## config.mk

```make
export PLATFORM = sky130hd
export DESIGN_NAME = lb_timer_bank
export DESIGN_NICKNAME = d
export VERILOG_FILES = /design/src/rtl/lb_timer_defs.sv /design/src/rtl/lb_timer_channel.sv /design/src/rtl/lb_timer_bank.sv
export SDC_FILE = /design/constraint.sdc
export NUM_CORES = 1
export LEC_CHECK = 0
export BUFFER_PORTS_ARGS = -buffer_cell sky130_fd_sc_hd__buf_2
export CAP_MARGIN = 20
export CORE_MARGIN = 4
export CORE_UTILIZATION = 54
export CTS_CLUSTER_SIZE = 14
export DETAILED_ROUTE_END_ITERATION = 10
export PLACE_DENSITY = 0.74
export SYNTH_ARGS = -nofsm -noshare
export SYNTH_HDL_FRONTEND = slang
export SYNTH_SLANG_ARGS = --single-unit
```

## constraint.sdc

```tcl
create_clock -name clk -period 2.15 [get_ports clk]
set_clock_uncertainty 0.15 [all_clocks]
set_input_delay 0.1075 -clock clk [delete_from_list [all_inputs] [get_ports clk]]
set_output_delay 0.1075 -clock clk [all_outputs]
set_load 0.02 [all_outputs]
```

## src/rtl/lb_timer_defs.sv

```systemverilog
// Shared definitions for the lb_timer_bank register interface.
// Holds the address field widths, the per-channel register offsets, and the
// CTRL/STATUS bit positions. Both the top level and the channel module use it.
package lb_timer_defs;

  localparam int unsigned ADDR_W = 6;
  localparam int unsigned CH_W   = 3;
  localparam int unsigned REG_W  = 3;
  localparam int unsigned WIDE_W = 24;  // widest LOAD/COUNT as seen on the bus

  typedef enum logic [REG_W-1:0] {
    REG_CTRL   = 3'd0,
    REG_STATUS = 3'd1,
    REG_LOAD0  = 3'd2,
    REG_LOAD1  = 3'd3,
    REG_LOAD2  = 3'd4,
    REG_COUNT0 = 3'd5,
    REG_COUNT1 = 3'd6,
    REG_COUNT2 = 3'd7
  } reg_e;

  localparam int unsigned CTRL_EN       = 0;
  localparam int unsigned CTRL_PERIODIC = 1;
  localparam int unsigned CTRL_IE       = 2;
  localparam int unsigned CTRL_START    = 3;
  localparam int unsigned STATUS_DONE   = 0;

endpackage

```

## src/rtl/lb_timer_channel.sv

```systemverilog
// One timer channel: count, load, CTRL bits, sticky done and COUNT snapshot.
// Ports:
//   clk, reset     - clock, asynchronous active-low reset
//   tick           - shared prescaler tick
//   ctrl_we        - write strobe for CTRL (wdata[3:0])
//   status_we      - write strobe for STATUS (wdata[0] = 1 clears done)
//   load_we[2:0]   - byte write strobes for LOAD[7:0], [15:8], [23:16]
//   wdata          - bus write data
//   snap_cap       - capture the full count into the snapshot
//   en, periodic, ie, done - current control/status bits
//   count_lo       - live count byte 0
//   load_w         - load, zero-extended to 24 bits
//   snap_hi        - snapshot bytes 1 and 2
module lb_timer_channel
  import lb_timer_defs::*;
#(
  parameter int unsigned N = 20
) (
  input  logic        clk,
  input  logic        reset,
  input  logic        tick,
  input  logic        ctrl_we,
  input  logic        status_we,
  input  logic [2:0]  load_we,
  input  logic [7:0]  wdata,
  input  logic        snap_cap,
  output logic        en,
  output logic        periodic,
  output logic        ie,
  output logic        done,
  output logic [7:0]  count_lo,
  output logic [23:0] load_w,
  output logic [15:0] snap_hi
);

  logic [N-1:0]  count;
  logic [N-1:0]  load;
  logic [N-1:0]  load_n;
  logic [23:0]   count_ext;
  logic          start_q;
  logic          hit;

  assign count_ext = 24'(count);
  assign count_lo  = count_ext[7:0];
  assign load_w    = 24'(load);

  // A pending start owns the cycle: no match, no increment.
  assign hit = tick && en && !start_q && (count == load);

  // Byte-wise LOAD update; bits at or above N simply have no storage.
  always_comb begin
    load_n = load;
    for (int unsigned i = 0; i < N; i++) begin
      if (load_we[i/8]) load_n[i] = wdata[i%8];
    end
  end

  always_ff @(posedge clk or negedge reset) begin
    if (!reset) begin
      count    <= '0;
      load     <= '0;
      snap_hi  <= '0;
      en       <= 1'b0;
      periodic <= 1'b0;
      ie       <= 1'b0;
      done     <= 1'b0;
      start_q  <= 1'b0;
    end else begin
      start_q <= ctrl_we && wdata[CTRL_START];

      if (ctrl_we) begin
        en       <= wdata[CTRL_EN];
        periodic <= wdata[CTRL_PERIODIC];
        ie       <= wdata[CTRL_IE];
      end else if (hit && !periodic) begin
        en <= 1'b0;
      end

      // Count only ever equals load on the way up; a load below count lets
      // the N-bit increment wrap through zero before matching.
      if (start_q) begin
        count <= '0;
      end else if (hit) begin
        if (periodic) count <= '0;
      end else if (tick && en) begin
        count <= count + 1'b1;
      end

      // A new match wins over a simultaneous write-1-to-clear.
      done <= hit || (done && !(status_we && wdata[STATUS_DONE]));

      load <= load_n;

      if (snap_cap) snap_hi <= count_ext[23:8];
    end
  end

endmodule

```

## src/rtl/lb_timer_bank.sv

```systemverilog
// Bank of CHANNELS independent up-counting timers behind an 8-bit bus.
// Ports:
//   clk, reset - clock, asynchronous active-low reset
//   cs, wr, rd - chip select and one-cycle write/read strobes
//   addr       - [5:3] channel, [2:0] register
//   wdata      - write data
//   rdata      - registered read data, updated after cs&&rd, held otherwise
//   done       - sticky per-channel terminal flags
//   irq        - registered OR of done & ie across channels
module lb_timer_bank
  import lb_timer_defs::*;
#(
  parameter int unsigned N        = 20,
  parameter int unsigned CHANNELS = 4,
  parameter int unsigned PRESCALE = 1
) (
  input  logic                clk,
  input  logic                reset,
  input  logic                cs,
  input  logic                wr,
  input  logic                rd,
  input  logic [ADDR_W-1:0]   addr,
  input  logic [7:0]          wdata,
  output logic [7:0]          rdata,
  output logic [CHANNELS-1:0] done,
  output logic                irq
);

  localparam int unsigned PW = (PRESCALE > 1) ? $clog2(PRESCALE) : 1;

  logic [PW-1:0]       pcnt;
  logic                tick;
  logic [CH_W-1:0]     ch;
  reg_e                rsel;
  logic [7:0]          rd_val;
  logic [CHANNELS-1:0] en_a;
  logic [CHANNELS-1:0] per_a;
  logic [CHANNELS-1:0] ie_a;
  logic [7:0]          cnt_lo [CHANNELS];
  logic [23:0]         load_a [CHANNELS];
  logic [15:0]         snap_a [CHANNELS];

  assign ch   = addr[ADDR_W-1:REG_W];
  assign rsel = reg_e'(addr[REG_W-1:0]);
  assign tick = (pcnt == PW'(PRESCALE - 1));

  always_ff @(posedge clk or negedge reset) begin
    if (!reset) pcnt <= '0;
    else        pcnt <= tick ? '0 : pcnt + 1'b1;
  end

  for (genvar g = 0; g < CHANNELS; g++) begin : g_ch
    logic sel;
    assign sel = cs && (ch == CH_W'(g));

    lb_timer_channel #(.N(N)) u_ch (
      .clk      (clk),
      .reset    (reset),
      .tick     (tick),
      .ctrl_we  (sel && wr && (rsel == REG_CTRL)),
      .status_we(sel && wr && (rsel == REG_STATUS)),
      .load_we  ({sel && wr && (rsel == REG_LOAD2),
                  sel && wr && (rsel == REG_LOAD1),
                  sel && wr && (rsel == REG_LOAD0)}),
      .wdata    (wdata),
      .snap_cap (sel && rd && (rsel == REG_COUNT0)),
      .en       (en_a[g]),
      .periodic (per_a[g]),
      .ie       (ie_a[g]),
      .done     (done[g]),
      .count_lo (cnt_lo[g]),
      .load_w   (load_a[g]),
      .snap_hi  (snap_a[g])
    );
  end

  // Channels that do not exist never match, so they read as zero.
  always_comb begin
    rd_val = '0;
    for (int unsigned i = 0; i < CHANNELS; i++) begin
      if (ch == CH_W'(i)) begin
        case (rsel)
          REG_CTRL:   rd_val = {5'b0, ie_a[i], per_a[i], en_a[i]};
          REG_STATUS: rd_val = {7'b0, done[i]};
          REG_LOAD0:  rd_val = load_a[i][7:0];
          REG_LOAD1:  rd_val = load_a[i][15:8];
          REG_LOAD2:  rd_val = load_a[i][23:16];
          REG_COUNT0: rd_val = cnt_lo[i];
          REG_COUNT1: rd_val = snap_a[i][7:0];
          REG_COUNT2: rd_val = snap_a[i][15:8];
          default:    rd_val = '0;
        endcase
      end
    end
  end

  always_ff @(posedge clk or negedge reset) begin
    if (!reset) begin
      rdata <= '0;
      irq   <= 1'b0;
    end else begin
      if (cs && rd) rdata <= rd_val;
      irq <= |(done & ie_a);
    end
  end

endmodule
```

Yosys cells after proc, flatten, opt, wreduce, memory -nomap -nowiden:

Cells that the tools add are included.

* bits in registers: 238
* logic and storage cells: 197
* output and inout bits: 13
* input port bits: 19

* mux-type cells: 33
* reduce and logical (&&, ||, !) cells: 96
* bitwise gates (word level): 2
* equality and inequality tests: 18
* add/sub/neg operators: 5

Operator list (count)
* 2-to-1 mux 20 bit: 16
* one-hot mux 8 bit (8 select lines): 4
* adder 20 x 1 -> 20 bit (second input constant): 4
* equality test 20 bit: 4
* logical AND 1 bit: 65
* 2-to-1 mux 8 bit: 4
* equality test 3 x 2 -> 1 bit (second input constant): 4
* equality test 3 bit (second input constant): 4
* zero test 1 bit: 12
* inequality test 3 x 1 -> 1 bit (second input constant): 4
* nonzero test 3 bit: 4
* 2-to-1 mux 1 bit: 9
* AND reduction 2 bit: 4
* nonzero test 2 bit: 4
* equality test 3 x 1 -> 1 bit (second input constant): 2
* zero test 3 bit: 2
* bitwise AND 4 bit: 1
* logical OR 1 bit: 4
* OR reduction 4 bit: 1
* adder 1 bit (second input constant): 1
* NOT 1 bit: 1

Longest topological paths before layout:

Gate-level depths: netlist (run 1).

* word-level depth: 8
* gate-level depth with buffers: 10

Hierarchy:

From an unflattened synthesis (run 1), not the netlist that was laid out.

* cells, all modules: 1403
* area total of the unflattened synthesis: 14370.0 um^2

Modules (own cells, without submodules)
* lb_timer_channel at g_ch[1].u_ch ...: cells each 276, seq. area each 1426.4 um^2, times used 2, area an instance 3026.7 um^2
* lb_timer_channel at g_ch[0].u_ch: cells each 263, seq. area each 1426.4 um^2, times used 1, area an instance 2972.9 um^2
* lb_timer_channel at g_ch[3].u_ch: cells each 266, seq. area each 1426.4 um^2, times used 1, area an instance 2892.8 um^2
* lb_timer_bank: cells each 322, seq. area each 225.2 um^2, times used 1, area an instance 2451.1 um^2

Least setup slack after synthesis (run 1):

No wires, ideal clock.

* kind: reg-to-reg
* start: register g_ch[1].u_ch.count[6]
* end: register g_ch[1].u_ch.count[11]
* stages on the path, launching flop included: 9
* arrival time: 1945 ps
* slack: -66 ps
* required time: 1878 ps
* buffers on the path: 2
* cells stage by stage: dfrtp_1 > buf_6 > xnor2_1 > nand4_1 > nor4_4 > a31o_4 > buf_8 > o32ai_1 > a32o_1

* longest elaborated chain between the ends: 4
* elaborated cells on any way between the ends: 9
* classes of those cells: add/sub: 1; eq/ne: 2; mux: 3; reduce/logical: 3

RTL lines
* start, declared: line lb_timer_channel.sv:36 `logic [N-1:0] count;`
* start signal, assigned: line lb_timer_channel.sv:86 `count <= count + 1'b1;`
* adder 20 x 1 -> 20 bit or equality test 20 bit (tied branches): line lb_timer_channel.sv:86, lb_timer_channel.sv:48
* 2-to-1 mux 20 bit or logical AND 1 bit (tied branches): line lb_timer_channel.sv:85, lb_timer_channel.sv:48
* 2-to-1 mux 20 bit (tied with other cells): line lb_timer_channel.sv:83 `end else if (hit) begin`
* 2-to-1 mux 20 bit or AND reduction 2 bit (tied branches)

Several ways; a longest one is shown, not always the timed one. The select of a mux whose other input is x is not followed.
A chain may end at the register's enable or synchronous reset.

Worst setup path after layout (run 1):

* start: register g_ch[1].u_ch.count[16]
* end: register g_ch[1].u_ch.count[11]

* longest elaborated chain between the ends: 4
* elaborated cells on any way between the ends: 7
* classes of those cells: eq/ne: 2; mux: 2; reduce/logical: 3

RTL lines
* equality test 20 bit (*): line lb_timer_channel.sv:48 `assign hit = tick && en && !start_q && (count == load);`
* logical AND 1 bit (*): line lb_timer_channel.sv:48
* inequality test 3 x 1 -> 1 bit (no line) (tied with other cells)
* AND reduction 2 bit (no line) or 2-to-1 mux 20 bit (tied branches)

Every way passes the cells marked *; elsewhere a longest branch is shown, timed or not.

==> results of run 1 <==
final timing paths:
| check | slack, ns | endpoint | cells past startpoint | from |
|---|---|---|---|---|
| max in group asynchronous | 0.60 | g_ch[3].u_ch.count[6]$_DFFE_PN0P_ | 4 | reset |
| max reg2reg | -0.15 | g_ch[1].u_ch.count[11]$_DFFE_PN0P_ | 7 | g_ch[1].u_ch.count[16]$_DFFE_PN0P_ |
| min | 0.03 | rdata[2]$_DFFE_PN0P_ | 5 | addr[5] |
| min reg2reg | 0.35 | g_ch[2].u_ch.snap_hi[10]$_DFFE_PN0P_ | 1 | g_ch[2].u_ch.snap_hi[10]$_DFFE_PN0P_ |
| max | -0.15 | g_ch[1].u_ch.count[11]$_DFFE_PN0P_ | 7 | g_ch[1].u_ch.count[16]$_DFFE_PN0P_ |
| min in group asynchronous | 0.47 | g_ch[1].u_ch.count[8]$_DFFE_PN0P_ | 3 | reset |
worst max-delay path, cell delays in order, from the launching register on:
cell and delay, ns:
dfrtp_2 0.44, xnor2_1 0.19, nand4_1 0.18, nor4_4 0.43, buf_4 0.21, nand2_4 0.06, mux2_4 0.29, a32o_1 0.22
final cells by class:
class | count | area (sq um) | area share, %
Sequential cell | 237 | 5944 | 34.04
Timing Repair Buffer | 306 | 2531 | 14.50
Multi-Input combinational cell | 950 | 7592 | 43.48
Clock buffer | 43 | 815.8 | 4.672
Inverter | 37 | 138.9 | 0.7954
Tap cell | 324 | 405.4 | 2.322
Clock inverter | 5 | 33.78 | 0.1935
synthesized netlist by cell type (5+ instances only):
master and count:
and2_1 11, and4_1 7, nand3_1 47, xor2_1 24, o21ai_0 68, nand4_1 33, nor3b_1 5, a211oi_1 13
mux2_2 152, buf_6 6, clkbuf_1 41, a22o_1 21, buf_4 5, dfrtp_1 237, a21o_1 15, a22oi_1 19
a21oi_1 49, o31ai_1 25, or2_2 6, mux2i_1 27, inv_1 36, a32o_1 7, a31oi_1 13, nand2b_1 14
nor3_1 20, and3_1 10, nor4_1 12, or4_1 17, nand2_1 104, a221oi_1 11, o2bb2ai_1 6, nor2b_1 15
buf_2 33, o22ai_1 6, or3_1 9, o211ai_1 7, nand3b_1 5, xnor2_1 48, nor2_1 49
metrics by stage:
stage,power [mW],setup TNS (ns)
6_report,13.96,-1.692
5_1_grt,14.51,-6.578
3_5_place_dp,8.723,-2.234
4_1_cts,13.29,-0.3970
2_1_floorplan,7.186,-0.05819
3_3_place_gp,8.622,-1.142
layer usage:
layer	up-vias	global-route usage [%]	share of wire [%]
li1	5345	-	-
met5	-	0	0
met3	128	4.356	7.3
met2	555	47.28	47
met4	0	11.66	4.5
met1	6032	40.22	41
repair_timing:
action,CTS,global route
cloned,2,5
buffers inserted,6,20
hold endpoints to repair,311,0
pin swaps,13,52
hold buffers,12,0
resized for setup,32,131
endpoints found under the setup margin,58,82
state kept, by name, summed over array words and instances (netlist names):
signal,cells
g_ch.u_ch.snap_hi,48
g_ch.u_ch.periodic,4
rdata,8
g_ch.u_ch.ie,4
g_ch.u_ch.done,4
g_ch.u_ch.start_q,4
g_ch.u_ch.count,80
g_ch.u_ch.en,4
g_ch.u_ch.load,80
irq,1
power by group through the flow:
| stage | clock network (mW) | logic, mW | registers [mW] |
|---|---|---|---|
| floorplan | 0 | 1.89 | 5.29 |
| global placement | 0 | 3.24 | 5.38 |
| detailed placement | 0 | 3.32 | 5.40 |
| CTS | 4.47 | 3.49 | 5.33 |
| global route | 4.71 | 4.40 | 5.41 |
| finish | 4.46 | 4.13 | 5.37 |
logic make-up after synthesis:
| kind of cell | after synthesis |
|---|---|
| xor+xnor | 72 |
| buf+inv | 127 |
| simple gates | 391 |
| mux | 183 |
| fa+ha+maj | 4 |
| flops | 237 |
| compound gates | 297 |
==> reports/qor.yml, run 1 <==
diodes: 0
cap_violations: 0
routedWlPerCell_um: 22.87
worst_ep_required_time_ns: 2.45
synth_edf_count: 0
combPwrFrac_pct: 29.6
switchingPower_mw: 4.602
ant_nets: 0
synth_cells: 1311
totalWireLength_mm: 43.50
overflow: 0
max_freq_mhz: 435.1
synth.yosys.seq_area_share_pct: 44.03
cts_buffers: 27
synth_top_family_by_area: "simple AND/OR/NAND/NOR gates"
setup_ws_ns: -0.1484
placed_area_sq_um: 15530
ir_worst_vdd_uv: 583.9
power_density_nw_per_um2: 799.3
grt_pass1_wl_mm: 65.58
grt_use_total_pct: 29.33
clockRootBuffer: "clkbuf_16"
synth.area.top_cells: "dfrtp_1, mux2_2, xnor2_1"
synthFlopType: "dfrtp_1"
post-route-util_pct: 71.38
gp_congestion: 0.9623
via_per_inst: 6.341
violations: "setup timing"
fillers: 1704
hold_class: "primary input to flip-flop"
fp.dieH_um: 165.9
critPathLaunchType: "flip-flop"
muxShareOfSynthArea_pct: 15.38
worst_slew_pin_slew_ns: 0.6201
synth_xor_area_share_pct: 4.681
ios: 32
drcViolationCount: 0
sw_frac_of_total_pct: 32.97
clk_pin_slew_ns: 0.07
drt_iter0_markers: 1135
intPower_mw: 9.355
synth_warnings: 0
clkPwrFrac_pct: 32.0
criticalPathCategory: "flip-flop to flip-flop"
hpwl_mm: 29.62
p_seq_share_pct: 38.4
dp_slack_ns: -0.1277
row_count: 57
h-tree-depth: 1
dieArea_sq_um: 27540
vias: 12060
core_sq_um: 24460
setup_violations: 41
end_kind: "flip-flop"
syn_nets: 1334
yosys.area_share.simple_pct: 15.86
stdcell_count: 1902
insertion_delay_ns: 0.56
cts_buffer_depth: 3
antenna_found_initial: 0
final_common_cell: "buf_4"
nets: 1582
hold_viol: 0
grt_max_degree: 68
critPathArrivalTime_ns: 2.60
clock_sinks: 237
synth_area_sq_um: 13470
status: "complete, but fails checks"
place_inst: 1811
max-slew-margin-rel_pct: 58.34
hold_ws_ns: 0.03426
synth_compound_area_share_pct: 15.19
rsz0062_at_grt: "true"
layout_common_cells: "buf_4, dfrtp_1, mux2_2"
synthDistinctLibCells: 80
p_leak_nw: 7.885
cts_tree: "yes"
fin_crit_ns: 2.298
avgSynthCellArea_sq_um: 10.27
syn2layout_area_growth_pct: 29.63
firstDrtPassIters: 5
die_w_um: 165.9
critPathMaxFanout: 5
final_cell_area_sq_um: 17460
async_reset_ff_share_pct: 100.0
yosysTopAreaCell: "dfrtp_1"
synth-adder-area-share_pct: 0.3715
final_max_slew_viol_count: 0
finalCritPeriodShare_pct: 106.9
yosys_register_bits: 237
portBuffers: 31
netlist.area_leader.share_pct: 44.03
initial_core_util_pct: 55.07
drive_gt1_share_pct: 40.37
grt_pass1_vias: 11758
No activity file was read; power rests on OpenSTA's default activity.
==> inputs of run 2 (changes only) <==
Settings changed: CORE_ASPECT_RATIO from default to 1.1.
==> run 2 against run 1 <==
  * The run ends with hold timing, setup timing left
  * Global-route usage grew 0.49 points
  * First-iteration DRC count up 6.0%
  * Routed wire length is 0.48% lower
  * Cell area is 1.2% lower
  * Cell count shrank 1.1%
  * Combinational power is 1% lower
  * Critical path type unchanged
  * Largest cell class unchanged
  * Highest routed layer unchanged
==> reports/qor.yml, run 2 (synthesis results as in run 1) <==
status: "complete, but fails checks"  # unchanged
violations: "hold timing, setup timing"  # was setup timing
core_sq_um: 24550  # was 24,460 sq um
grt_pass1_wl_mm: 64.85  # was 65.58 mm
p_leak_nw: 7.825  # was 7.885 nW
grt_use_total_pct: 29.82  # was 29.33%
max-slew-margin-rel_pct: 61.28  # was 58.34%
syn2layout_area_growth_pct: 28.01  # was 29.63%
drt_iter0_markers: 1203  # was 1,135
insertion_delay_ns: 0.54  # was 0.56 ns
hpwl_mm: 29.88  # was 29.62 mm
fp.dieH_um: 173.7  # was 165.9 um
firstDrtPassIters: 5  # unchanged
nets: 1575  # was 1,582
clockRootBuffer: "clkbuf_16"  # unchanged
via_per_inst: 6.469  # was 6.341
grt_pass1_vias: 11614  # was 11,758
final_cell_area_sq_um: 17240  # was 17,460 sq um
worst_slew_pin_slew_ns: 0.5777  # was 0.6201 ns
critPathMaxFanout: 18  # was 5
clk_pin_slew_ns: 0.06  # was 0.07 ns
portBuffers: 31  # unchanged
finalCritPeriodShare_pct: 103.1  # was 106.9%
dp_slack_ns: -0.1813  # was -0.1277 ns
place_inst: 1791  # was 1,811
gp_congestion: 1.005  # was 0.9623
cap_violations: 0  # unchanged
cts_buffers: 26  # was 27
criticalPathCategory: "flip-flop to flip-flop"  # unchanged
fillers: 1722  # was 1,704
grt_max_degree: 70  # was 68
max_freq_mhz: 450.9  # was 435.1 MHz
dieArea_sq_um: 27540  # about the same
critPathArrivalTime_ns: 2.53  # was 2.60 ns
final_common_cell: "buf_4"  # unchanged
final_max_slew_viol_count: 0  # unchanged
cts_tree: "yes"  # unchanged
totalWireLength_mm: 43.29  # was 43.50 mm
die_w_um: 158.6  # was 165.9 um
hold_viol: 4  # was 0
ant_nets: 0  # unchanged
ios: 32  # unchanged
vias: 12168  # was 12,060
layout_common_cells: "buf_4, dfrtp_1, mux2_2"  # unchanged
antenna_found_initial: 0  # unchanged
worst_ep_required_time_ns: 2.47  # was 2.45 ns
post-route-util_pct: 70.24  # was 71.38%
power_density_nw_per_um2: 805.8  # was 799.3 nW/um^2
drcViolationCount: 0  # unchanged
end_kind: "flip-flop"  # unchanged
overflow: 0  # unchanged
cts_buffer_depth: 3  # unchanged
fin_crit_ns: 2.218  # was 2.298 ns
diodes: 0  # unchanged
routedWlPerCell_um: 23.01  # was 22.87 um
drive_gt1_share_pct: 40.04  # was 40.37%
row_count: 60  # was 57
rsz0062_at_grt: "true"  # unchanged
placed_area_sq_um: 15440  # was 15,530 sq um
hold_ws_ns: -0.01765  # was 0.03426 ns
clock_sinks: 237  # unchanged
critPathLaunchType: "flip-flop"  # unchanged
stdcell_count: 1881  # was 1,902
hold_class: "primary input to asynchronous set/reset pin"  # was primary input to flip-flop
largestRegisters: "g_ch.u_ch.count (80), g_ch.u_ch.load (80), g_ch.u_ch.snap_hi (48)"  # unchanged
h-tree-depth: 1  # unchanged
tns_ns: -1.045  # was -1.692 ns
ir_worst_vdd_uv: 636.3  # was 583.9 uV
setup_ws_ns: -0.06770  # was -0.1484 ns
setup_violations: 27  # was 41
initial_core_util_pct: 54.87  # was 55.07%
[run 2: cell types whose count changed in the layout (fill, tap and decap cells not counted), moves of 4 or more]
cell	change
clkinv_2	+8
a21oi_4	-7
clkbuf_8	-7
nand3_2	-5
a21oi_2	+4
nand3_1	+4
or4_1	+4
or4_4	-4
[run 2: area by class of cell]
class	count	area [sq um]	share of cell area [%]
Tap cell	310	387.9	2.249
Sequential cell	237	5948	34.49
Timing Repair Buffer	301	2426	14.07
Clock buffer	34	711.9	4.129
Multi-Input combinational cell	949	7513	43.57
Inverter	37	138.9	0.8054
Clock inverter	13	117.6	0.6821
[run 2: through the flow]
step | hold WS [ns] | power (mW)
floorplan | -0.3381 | 7.186
global placement | -0.04308 | 8.605
detailed placement | -0.03327 | 8.700
CTS | 0.01429 | 13.19
global route | 0.04107 | 14.44
finish | -0.01765 | 13.90
[run 2: timing repair]
item	in CTS	in global routing
resized for setup	25	139
cloned	1	4
setup endpoints to repair	35	83
buffers inserted	1	25
endpoints found under the hold margin	290	0
pin swaps	6	67
hold buffers	12	0
[run 2: where the power goes]
group	internal [mW]	switching, mW	total, mW
logic	1.91	2.18	4.09
registers	4.88	0.518	5.40
clock network	2.56	1.84	4.41
[run 2: path summary, 6_finish.rpt]
check                                                  startpoint                            endpoint  slack (ns)  cells past startpoint
worst max-delay path            g_ch[3].u_ch.count[3]$_DFFE_PN0P_  g_ch[3].u_ch.count[19]$_DFFE_PN0P_       -0.07                      7
worst min-delay path                                        reset   g_ch[2].u_ch.count[9]$_DFFE_PN0P_       -0.02                      2
worst max register to register  g_ch[3].u_ch.count[3]$_DFFE_PN0P_  g_ch[3].u_ch.count[19]$_DFFE_PN0P_       -0.07                      7
worst min register to register               rdata[4]$_DFFE_PN0P_                rdata[4]$_DFFE_PN0P_        0.35                      1
max in group asynchronous                                   reset   g_ch[3].u_ch.count[8]$_DFFE_PN0P_        1.09                      3
min in group clk                                               rd                rdata[2]$_DFFE_PN0P_        0.03                      3
[run 2: worst max-delay path, cell delays in order, from the launching register on]
cell	delay, ns
dfrtp_1	0.43
nor2b_2	0.18
a2111o_1	0.18
nor4_2	0.06
and4b_2	0.31
buf_12	0.17
or4_4	0.52
a21oi_2	0.14
[run 2: per-layer routing]
layer	vias up	GRT usage, %	part of all wire, %
li1	5354	-	-
met1	5999	40.77	39
met2	669	47.27	47
met3	146	3.970	8.0
met4	0	13.37	5.4
met5	-	0	0
